## src/rtl/uart_rx_fifo.sv

```systemverilog
// uart_rx_fifo: 16x-oversampling UART receiver feeding a small FWFT FIFO.
// Receives 8N1 frames from the rxd pin. Good bytes are pushed into the FIFO
// and drained by the I/O device through a valid/ready handshake.
// Optional feature macro: UART_RX_PARITY_EN (adds an even-parity bit, 8E1).
`timescale 1ns/1ps
module uart_rx_fifo #(
   parameter int CLK_FREQ   = 50000000,
   parameter int BAUD_RATE  = 115200,
   parameter int FIFO_DEPTH = 4
) (
   input  logic       clk,
   input  logic       reset,
   input  logic       rxd,
   output logic [7:0] rx_data,
   output logic       rx_valid,
   input  logic       rx_ready,
   output logic       overrun,
   output logic       frame_err
);

   localparam int DIV_RAW = CLK_FREQ / (BAUD_RATE * 16);
   localparam int DIV     = (DIV_RAW < 1) ? 1 : DIV_RAW;
   localparam int DIV_W   = (DIV > 1) ? $clog2(DIV) : 1;
   localparam int PTR_W   = $clog2(FIFO_DEPTH);
   localparam int CNT_W   = $clog2(FIFO_DEPTH + 1);

   typedef enum logic [2:0] {
      ST_IDLE,
      ST_START,
      ST_DATA,
`ifdef UART_RX_PARITY_EN
      ST_PARITY,
`endif
      ST_STOP,
      ST_BREAK
   } state_t;

   state_t           state;
   logic             rx_meta, rxs, rxd_prev;
   logic [DIV_W-1:0] div_cnt;
   logic             tick, bit_done;
   logic [3:0]       tick_cnt;
   logic [2:0]       bit_idx;
   logic [7:0]       shift_reg;
   logic             par_err;
   logic             push, pop, push_ok, full;

   logic [7:0]       mem [FIFO_DEPTH];
   logic [PTR_W-1:0] wr_ptr, rd_ptr;
   logic [CNT_W-1:0] count;

   // Two-flop synchronizer on the asynchronous pin plus edge-detect history.
   // NOTE: sequential state uses non-blocking assignments so every flop samples pre-edge values.
   always_ff @(posedge clk) begin
      if (reset) begin
         rx_meta  <= 1'b1;
         rxs      <= 1'b1;
         rxd_prev <= 1'b1;
      end else begin
         rx_meta  <= rxd;
         rxs      <= rx_meta;
         rxd_prev <= rxs;
      end
   end

   // Baud tick divider: held at zero in IDLE so each frame starts phase-aligned.
   always_ff @(posedge clk) begin
      if (reset || state == ST_IDLE)
         div_cnt <= '0;
      else if (div_cnt == DIV_W'(DIV - 1))
         div_cnt <= '0;
      else
         div_cnt <= div_cnt + DIV_W'(1);
   end

   assign tick     = (state != ST_IDLE) && (div_cnt == DIV_W'(DIV - 1));
   assign bit_done = tick && (tick_cnt == 4'd15);

   // Frame FSM: start validation at mid-bit, then one sample per 16 ticks.
   always_ff @(posedge clk) begin
      if (reset) begin
         state     <= ST_IDLE;
         tick_cnt  <= '0;
         bit_idx   <= '0;
         shift_reg <= '0;
         frame_err <= 1'b0;
`ifdef UART_RX_PARITY_EN
         par_err   <= 1'b0;
`endif
      end else begin
         frame_err <= 1'b0;
         case (state)
            ST_IDLE: begin
               if (rxd_prev && !rxs) begin
                  state    <= ST_START;
                  tick_cnt <= '0;
               end
            end
            ST_START: begin
               if (tick) begin
                  if (tick_cnt == 4'd7) begin
                     tick_cnt <= '0;
                     bit_idx  <= '0;
                     state    <= rxs ? ST_IDLE : ST_DATA;
                  end else begin
                     tick_cnt <= tick_cnt + 4'd1;
                  end
               end
            end
            ST_DATA: begin
               if (tick) tick_cnt <= tick_cnt + 4'd1;
               if (bit_done) begin
                  shift_reg <= {rxs, shift_reg[7:1]};
                  bit_idx   <= bit_idx + 3'd1;
                  if (bit_idx == 3'd7) begin
`ifdef UART_RX_PARITY_EN
                     state <= ST_PARITY;
`else
                     state <= ST_STOP;
`endif
                  end
               end
            end
`ifdef UART_RX_PARITY_EN
            ST_PARITY: begin
               if (tick) tick_cnt <= tick_cnt + 4'd1;
               if (bit_done) begin
                  par_err <= (^shift_reg) ^ rxs;
                  state   <= ST_STOP;
               end
            end
`endif
            ST_STOP: begin
               if (tick) tick_cnt <= tick_cnt + 4'd1;
               if (bit_done) begin
                  if (rxs && !par_err) begin
                     state <= ST_IDLE;
                  end else begin
                     frame_err <= 1'b1;
                     state     <= rxs ? ST_IDLE : ST_BREAK;
                  end
               end
            end
            ST_BREAK: begin
               if (rxs) state <= ST_IDLE;
            end
            default: state <= ST_IDLE;
         endcase
      end
   end

`ifndef UART_RX_PARITY_EN
   assign par_err = 1'b0;
`endif

   // The good-byte push is combinational so the FIFO captures it on the stop-sample edge.
   assign push     = (state == ST_STOP) && bit_done && rxs && !par_err;
   assign rx_valid = (count != '0);
   assign full     = (count == CNT_W'(FIFO_DEPTH));
   assign pop      = rx_valid && rx_ready;
   assign push_ok  = push && (!full || pop);
   assign rx_data  = rx_valid ? mem[rd_ptr] : 8'h00;

   // FIFO storage write port.
   // NOTE: the storage array has no reset; emptiness is tracked by count, so stale entries are never visible.
   always_ff @(posedge clk) begin
      if (push_ok) mem[wr_ptr] <= shift_reg;
   end

   // FIFO pointers, occupancy and the overrun pulse.
   always_ff @(posedge clk) begin
      if (reset) begin
         wr_ptr  <= '0;
         rd_ptr  <= '0;
         count   <= '0;
         overrun <= 1'b0;
      end else begin
         overrun <= push && full && !pop;
         if (push_ok) wr_ptr <= wr_ptr + PTR_W'(1);
         if (pop)     rd_ptr <= rd_ptr + PTR_W'(1);
         case ({push_ok, pop})
            2'b10:   count <= count + CNT_W'(1);
            2'b01:   count <= count - CNT_W'(1);
            default: count <= count;
         endcase
      end
   end

endmodule

```

## config.mk

```make
export PLATFORM = sky130hd
export DESIGN_NAME = uart_rx_fifo
export DESIGN_NICKNAME = d
export VERILOG_FILES = /design/src/rtl/uart_rx_fifo.sv
export SDC_FILE = /design/constraint.sdc
export NUM_CORES = 1
export LEC_CHECK = 0
export ABC_AREA = 0
export BUFFER_PORTS_ARGS = -buffer_cell sky130_fd_sc_hd__buf_4
export CAP_MARGIN = 30
export CORE_MARGIN = 2
export CORE_UTILIZATION = 50
export CTS_CLUSTER_DIAMETER = 60
export DETAILED_ROUTE_END_ITERATION = 8
export PLACE_DENSITY = 0.69
export SLEW_MARGIN = 20
export SYNTH_ARGS = -nofsm -noshare
export SYNTH_HDL_FRONTEND = slang
export SYNTH_SLANG_ARGS = --single-unit
```

## constraint.sdc

```tcl
create_clock -name clk -period 4.1 [get_ports clk]
set_clock_uncertainty 0.1 [all_clocks]
set_input_delay 0.41 -clock clk [delete_from_list [all_inputs] [get_ports clk]]
set_output_delay 0.41 -clock clk [all_outputs]
set_load 0.05 [all_outputs]
```

==> Word-level counts from Yosys, hierarchy flattened <==
Memories as Yosys holds them, arrays and structs flattened. A register that Yosys moved wholly into a read port is not among the register bits.
Index checks and enable logic that the tools add are counted.
{ "classes": {"mux": 26, "addsub": 7, "bitwise": 2, "n_reduce_logical": 27, "eq_ne": 19} }
{ "ops": {"columns": ["op", "count"], "rows": [
  ["3-bit two-way mux", 11],
  ["4-bit two-way mux", 4],
  ["3-bit one-hot mux with 5 select lines", 1],
  ["2-bit inequality test (second input constant)", 6],
  ["3-bit one-hot mux with 2 select lines", 2],
  ["4-bit one-hot mux with 3 select lines", 1],
  ["3-bit == test (second input constant)", 3],
  ["1-bit logical AND", 9],
  ["3-bit nonzero test", 3],
  ["8-bit two-way mux", 1],
  ["4-bit AND reduction", 2],
  ["7-bit AND reduction", 1],
  ["3-bit by 1-bit adder with 3-bit output (second input constant)", 2],
  ["3-bit by 2-bit == test with 1-bit output (second input constant)", 2],
  ["2-bit two-way mux", 3],
  ["5-bit by 1-bit adder with 5-bit output (second input constant)", 1],
  ["5-bit == test (second input constant)", 1],
  ["2-bit by 1-bit adder with 2-bit output (second input constant)", 2],
  ["4-bit by 1-bit adder with 4-bit output (second input constant)", 1],
  ["4-bit by 3-bit == test with 1-bit output (second input constant)", 1],
  ["4-bit == test (second input constant)", 1],
  ["2-bit by 1-bit inequality test with 1-bit output (second input constant)", 2],
  ["2-bit nonzero test", 2],
  ["2-bit OR reduction", 2],
  ["other kinds (11)", 17]
]} }
{ "totals": {"output_inout_bits": 11, "ff_bits": 35, "memories": 1, "ramBits": 32, "inputBits": 4, "word_cells": 95} }
{ "mem_list": {"columns": ["name", "depth", "width", "rd", "rd_ports_with_merged_regs", "wr", "line_no", "rtl"], "rows": [
  ["mem", 4, 8, 1, 1, 1, "48", "logic [7:0] mem [FIFO_DEPTH];"]
]} }

==> Depth between registers and ports, before layout <==
{ "logic_depth": {"depth_word": 8, "mapped_depth": 12, "depth_no_buf": 12} }

==> Worst setup path before layout <==
Ideal clock, no wire load.
{ "synth_path": {"kind": "input-to-reg", "from": "in rx_ready", "to": "reg count[2]", "path_buffers": 0, "cell_stages": 10, "t_required_ns": 3.929, "setup_time_ns": 0.071, "t_arrival_ns": 2.368, "setup_slack_ns": 1.561, "cell_sequence": "or4b_2 > nand2_1 > nor2_1 > inv_1 > ha_1 > inv_1 > fa_1 > xor2_1 > or3_1 > a21oi_1"} }
{ "synth_via": {"elab_chain_cells": 5, "elab_cells_between_ends": 7, "cone_classes": "2 x eq/ne; 1 x mux; 4 x reduce/logical"} }
{ "synth_rtl": {"columns": ["element", "line_no", "rtl"], "rows": [
  ["start: declaration", "16", "input logic rx_ready,"],
  ["1-bit logical AND *", "160", "assign pop = rx_valid && rx_ready;"],
  ["1-bit logical OR", "161", "assign push_ok = push && (!full || pop);"],
  ["1-bit logical AND", "161", null],
  ["2-bit by 1-bit == test with 1-bit output / 2-bit == test (equally long branches)", "181", "case ({push_ok, pop})"],
  ["3-bit one-hot mux with 2 select lines / 2-bit nonzero test (equally long branches)", null, null],
  ["end signal: assignment", "182", "2'b10: count <= count + CNT_W'(1);"],
  ["end signal: assignment", "183", "2'b01: count <= count - CNT_W'(1);"],
  ["end signal: assignment", "184", "default: count <= count;"],
  ["end: declaration", "50", "logic [CNT_W-1:0] count;"]
]} }
Every way passes the cells marked *; elsewhere a longest branch is shown, timed or not.
A chain may end at the register's enable or synchronous reset.

==> Final worst setup path <==
{ "layout_path": {"from": "reg count[0]", "to": "reg count[2]"} }
{ "layout_via": {"elab_chain_cells": 6, "elab_cells_between_ends": 12, "cone_classes": "2 x add/sub; 3 x eq/ne; 1 x mux; 6 x reduce/logical"} }
{ "layout_rtl": {"columns": ["element", "line_no"], "rows": [
  ["3-bit == test / 3-bit nonzero test (equally long branches)", "159, 158"],
  ["1-bit logical NOT / 1-bit logical AND (equally long branches)", "161, 160"],
  ["1-bit logical OR", "161"],
  ["1-bit logical AND", "161"],
  ["2-bit by 1-bit == test with 1-bit output / 2-bit == test (equally long branches)", "181"],
  ["3-bit one-hot mux with 2 select lines / 2-bit nonzero test (equally long branches)", null]
]} }
Parallel ways exist; a longest one is shown, timed or not.

==> results.toml <==
[logic_synthesis]
synth_top_family_by_area = "simple AND/OR/NAND/NOR gates"
yosysSeqAreaShare_pct = 57.8
yosys_most_used_dff = "dfxtp_1"
netlist_instances = 238
synth_fa_ha_area_share_pct = 4.93
ys_types = 46
synth_warnings = 0
synth-simple-area-share_pct = 16.5
ys_seq_elements = 69
synthTopCellsByArea = "edfxtp_1 (33%), dfxtp_1 (25%), mux4_2 (6.1%), ha_1 (4.3%), nor2_1 (3.3%)"
syn_area_sq_um = 2940
yosys-top-cells-count = "dfxtp_1 (37), edfxtp_1 (32), nor2_1 (26)"
yosys.cell_count.top_type = "dfxtp_1"
synth_top_area_share_pct = 32.7
synth-compound-area-share_pct = 6.12
yosys.area.top_type = "edfxtp_1"
synthMuxAreaShare_pct = 9.18
synthXorXnorAreaFrac_pct = 2.38
syn_avg_cell_area_sq_um = 12.4
synth_fp_nets = 253
async_flop_share_pct = 0
synth_edf_count = 32

[cts]
clock_sinks = 69
ctsHoldBuffers = 0
numCtsBuffers = 9
cts_tree = "done"
cts_root_buf = "clkbuf_8"
clk_latency_ns = 0.33
h-tree-depth = 3
cts-resized-gates = 0
cts_buffer_depth = 2
clkTransAtPathRegs_ns = 0.07
cts_setup_buffers = 0

[route]
firstDrtPassIters = 4
vias = 1783
wl_per_cell_um = 14.4
drtIter0Drc = 67
drc = 0
avgViaCountPerCell = 5.39
final_antenna_net_count = 0
wl_um = 4780

[die]
dieHeight_um = 80.7
chipWidth_um = 80.7
top_level_ports = 15
initial_core_util_pct = 52.5
core_area_sq_um = 5610
die-area_sq_um = 6510
fp-row-count = 27

[power_and_ir_drop]
p_leak_nw = 1.22
power_mw = 1.33
p_per_area_nw_per_um2 = 403
ir_drop_v = 0.000254

[setup_path]
critPathLaunch = "count[0]"
rr_worst_depth = 10
timing.rr.start = "count[0]"
required_ns = 4.27
path_max_fanout = 4
cp-start-kind = "register"
arrival_ns = 2.80
endpoint_kind = "register"
crit_type = "reg2reg"

[global_routing]
antenna_found_initial = 0
met3_usage_pct = 3.60
use_met2_pct = 27.5
grt_pass1_wl_um = 8110
grtUsageMet1_pct = 20.9
track_usage_pct = 17.0
grt_max_degree = 33
grt_pass1_vias = 1696
busiest_layer = "met2"
gr-total-overflow = 0

[finish]
fin_nets = 269
area_growth_pct = 12.4
fin_util_pct = 59.0
drive_gt1_share_pct = 18.9
largest_register_ffs = 32
fin_area_sq_um = 3310
diodes = 0
fill_cells = 472

[min_path]
whs_path_depth = 2
min-delay-start = "rxd"
hold_path.class = "in2reg"

[run]
cap_violations = 0

[timing]
slew_viol_final = 0
rsz0062_at_grt = "no"
setup-violations-final = 0
hold_violations = 0
finalCriticalPeriod_ns = 2.63
whs_ns = 0.154
finalCritPeriodShare_pct = 64.2
clock.fmax_ghz = 0.380
relSlewSlack_pct = 62.6
tightest_slew_ns = 0.560
fin_setup_tns_ns = 0

[place]
hpwlAfterDp_um = 3140
port-buffer-count = 14
placed_area_sq_um = 3090
routabilityCongestion = 0.756

[outcome]
status = "finished clean"
==> placed cells by master (no fill, tap or decap), drive strengths merged, types with 2 or more instances in the layout <==
cell,synthesis,routed
a211o,2,2
a21o,2,2
a21oi,10,10
and2,11,11
and3,5,5
buf,4,14
bufinv,0,2
clkbuf,5,10
clkinv,0,4
dfxtp,37,37
edfxtp,32,32
ha,10,10
inv,12,12
mux2i,9,9
mux4,8,8
nand2,6,6
nand3,7,7
nand3b,3,3
nand4b,2,2
nor2,26,26
nor3,7,7
o21ai,6,6
o31ai,3,3
or2,2,2
or3,6,6
xnor2,3,3
xor2,5,5
==> logic make-up after synthesis <==
group	after synthesis
buffers and inverters	21
DFF	69
AOI/OAI and AO/OA	28
xor gates and xnor gates	8
adders and majority gates	11
muxes	17
and+or+nand+nor	84
==> layer usage <==
| metal | up-vias | wire, um |
|---|---|---|
| met5 | - | 0 |
| met4 | 0 | 111 |
| met3 | 10 | 147 |
| met2 | 28 | 2290 |
| met1 | 856 | 2230 |
| li1 | 889 | - |
==> cell type report <==
class / count / area, sq um / area share (%)
clock buffer: 10 / 128 / 3.86
clock inverter: 6 / 87.6 / 2.65
inverter: 12 / 45.0 / 1.36
multi-input combinational: 148 / 1150 / 34.8
sequential: 69 / 1700 / 51.5
tap: 72 / 90.1 / 2.72
timing repair buffer: 14 / 105 / 3.18
==> worst max-delay path, stage by stage (launching register included) <==
cell	delay (ns)
dfxtp_1	0.34
or4b_2	0.71
nand2_1	0.12
nor2_1	0.05
inv_1	0.06
ha_1	0.17
inv_1	0.06
fa_1	0.37
xor2_1	0.15
or3_1	0.30
a21oi_1	0.14
==> worst paths after layout <==
path,endpoint,slack [ns]
worst min-delay path,rx_meta,0.15
worst max-delay path,count[2],1.47
worst min register to register,rxs,0.31
worst max register to register,count[2],1.47
==> power breakdown <==
group          internal [mW]  total [mW]  leakage (nW)  switching, mW
Sequential             0.716       0.719         0.595        0.00369
Combinational        0.00884      0.0222         0.512         0.0134
Clock                  0.342       0.591         0.110          0.249
Total                   1.07        1.33          1.22          0.266
==> metrics by stage <==
step | std cells | setup slack, ns
5_1_grt | 331 | 1.28
2_1_floorplan | 238 | 1.56
4_1_cts | 331 | 1.46
6_report | 331 | 1.47
3_5_place_dp | 315 | 1.33
3_3_place_gp | 315 | 1.39
(Power assumes the default switching activity.)
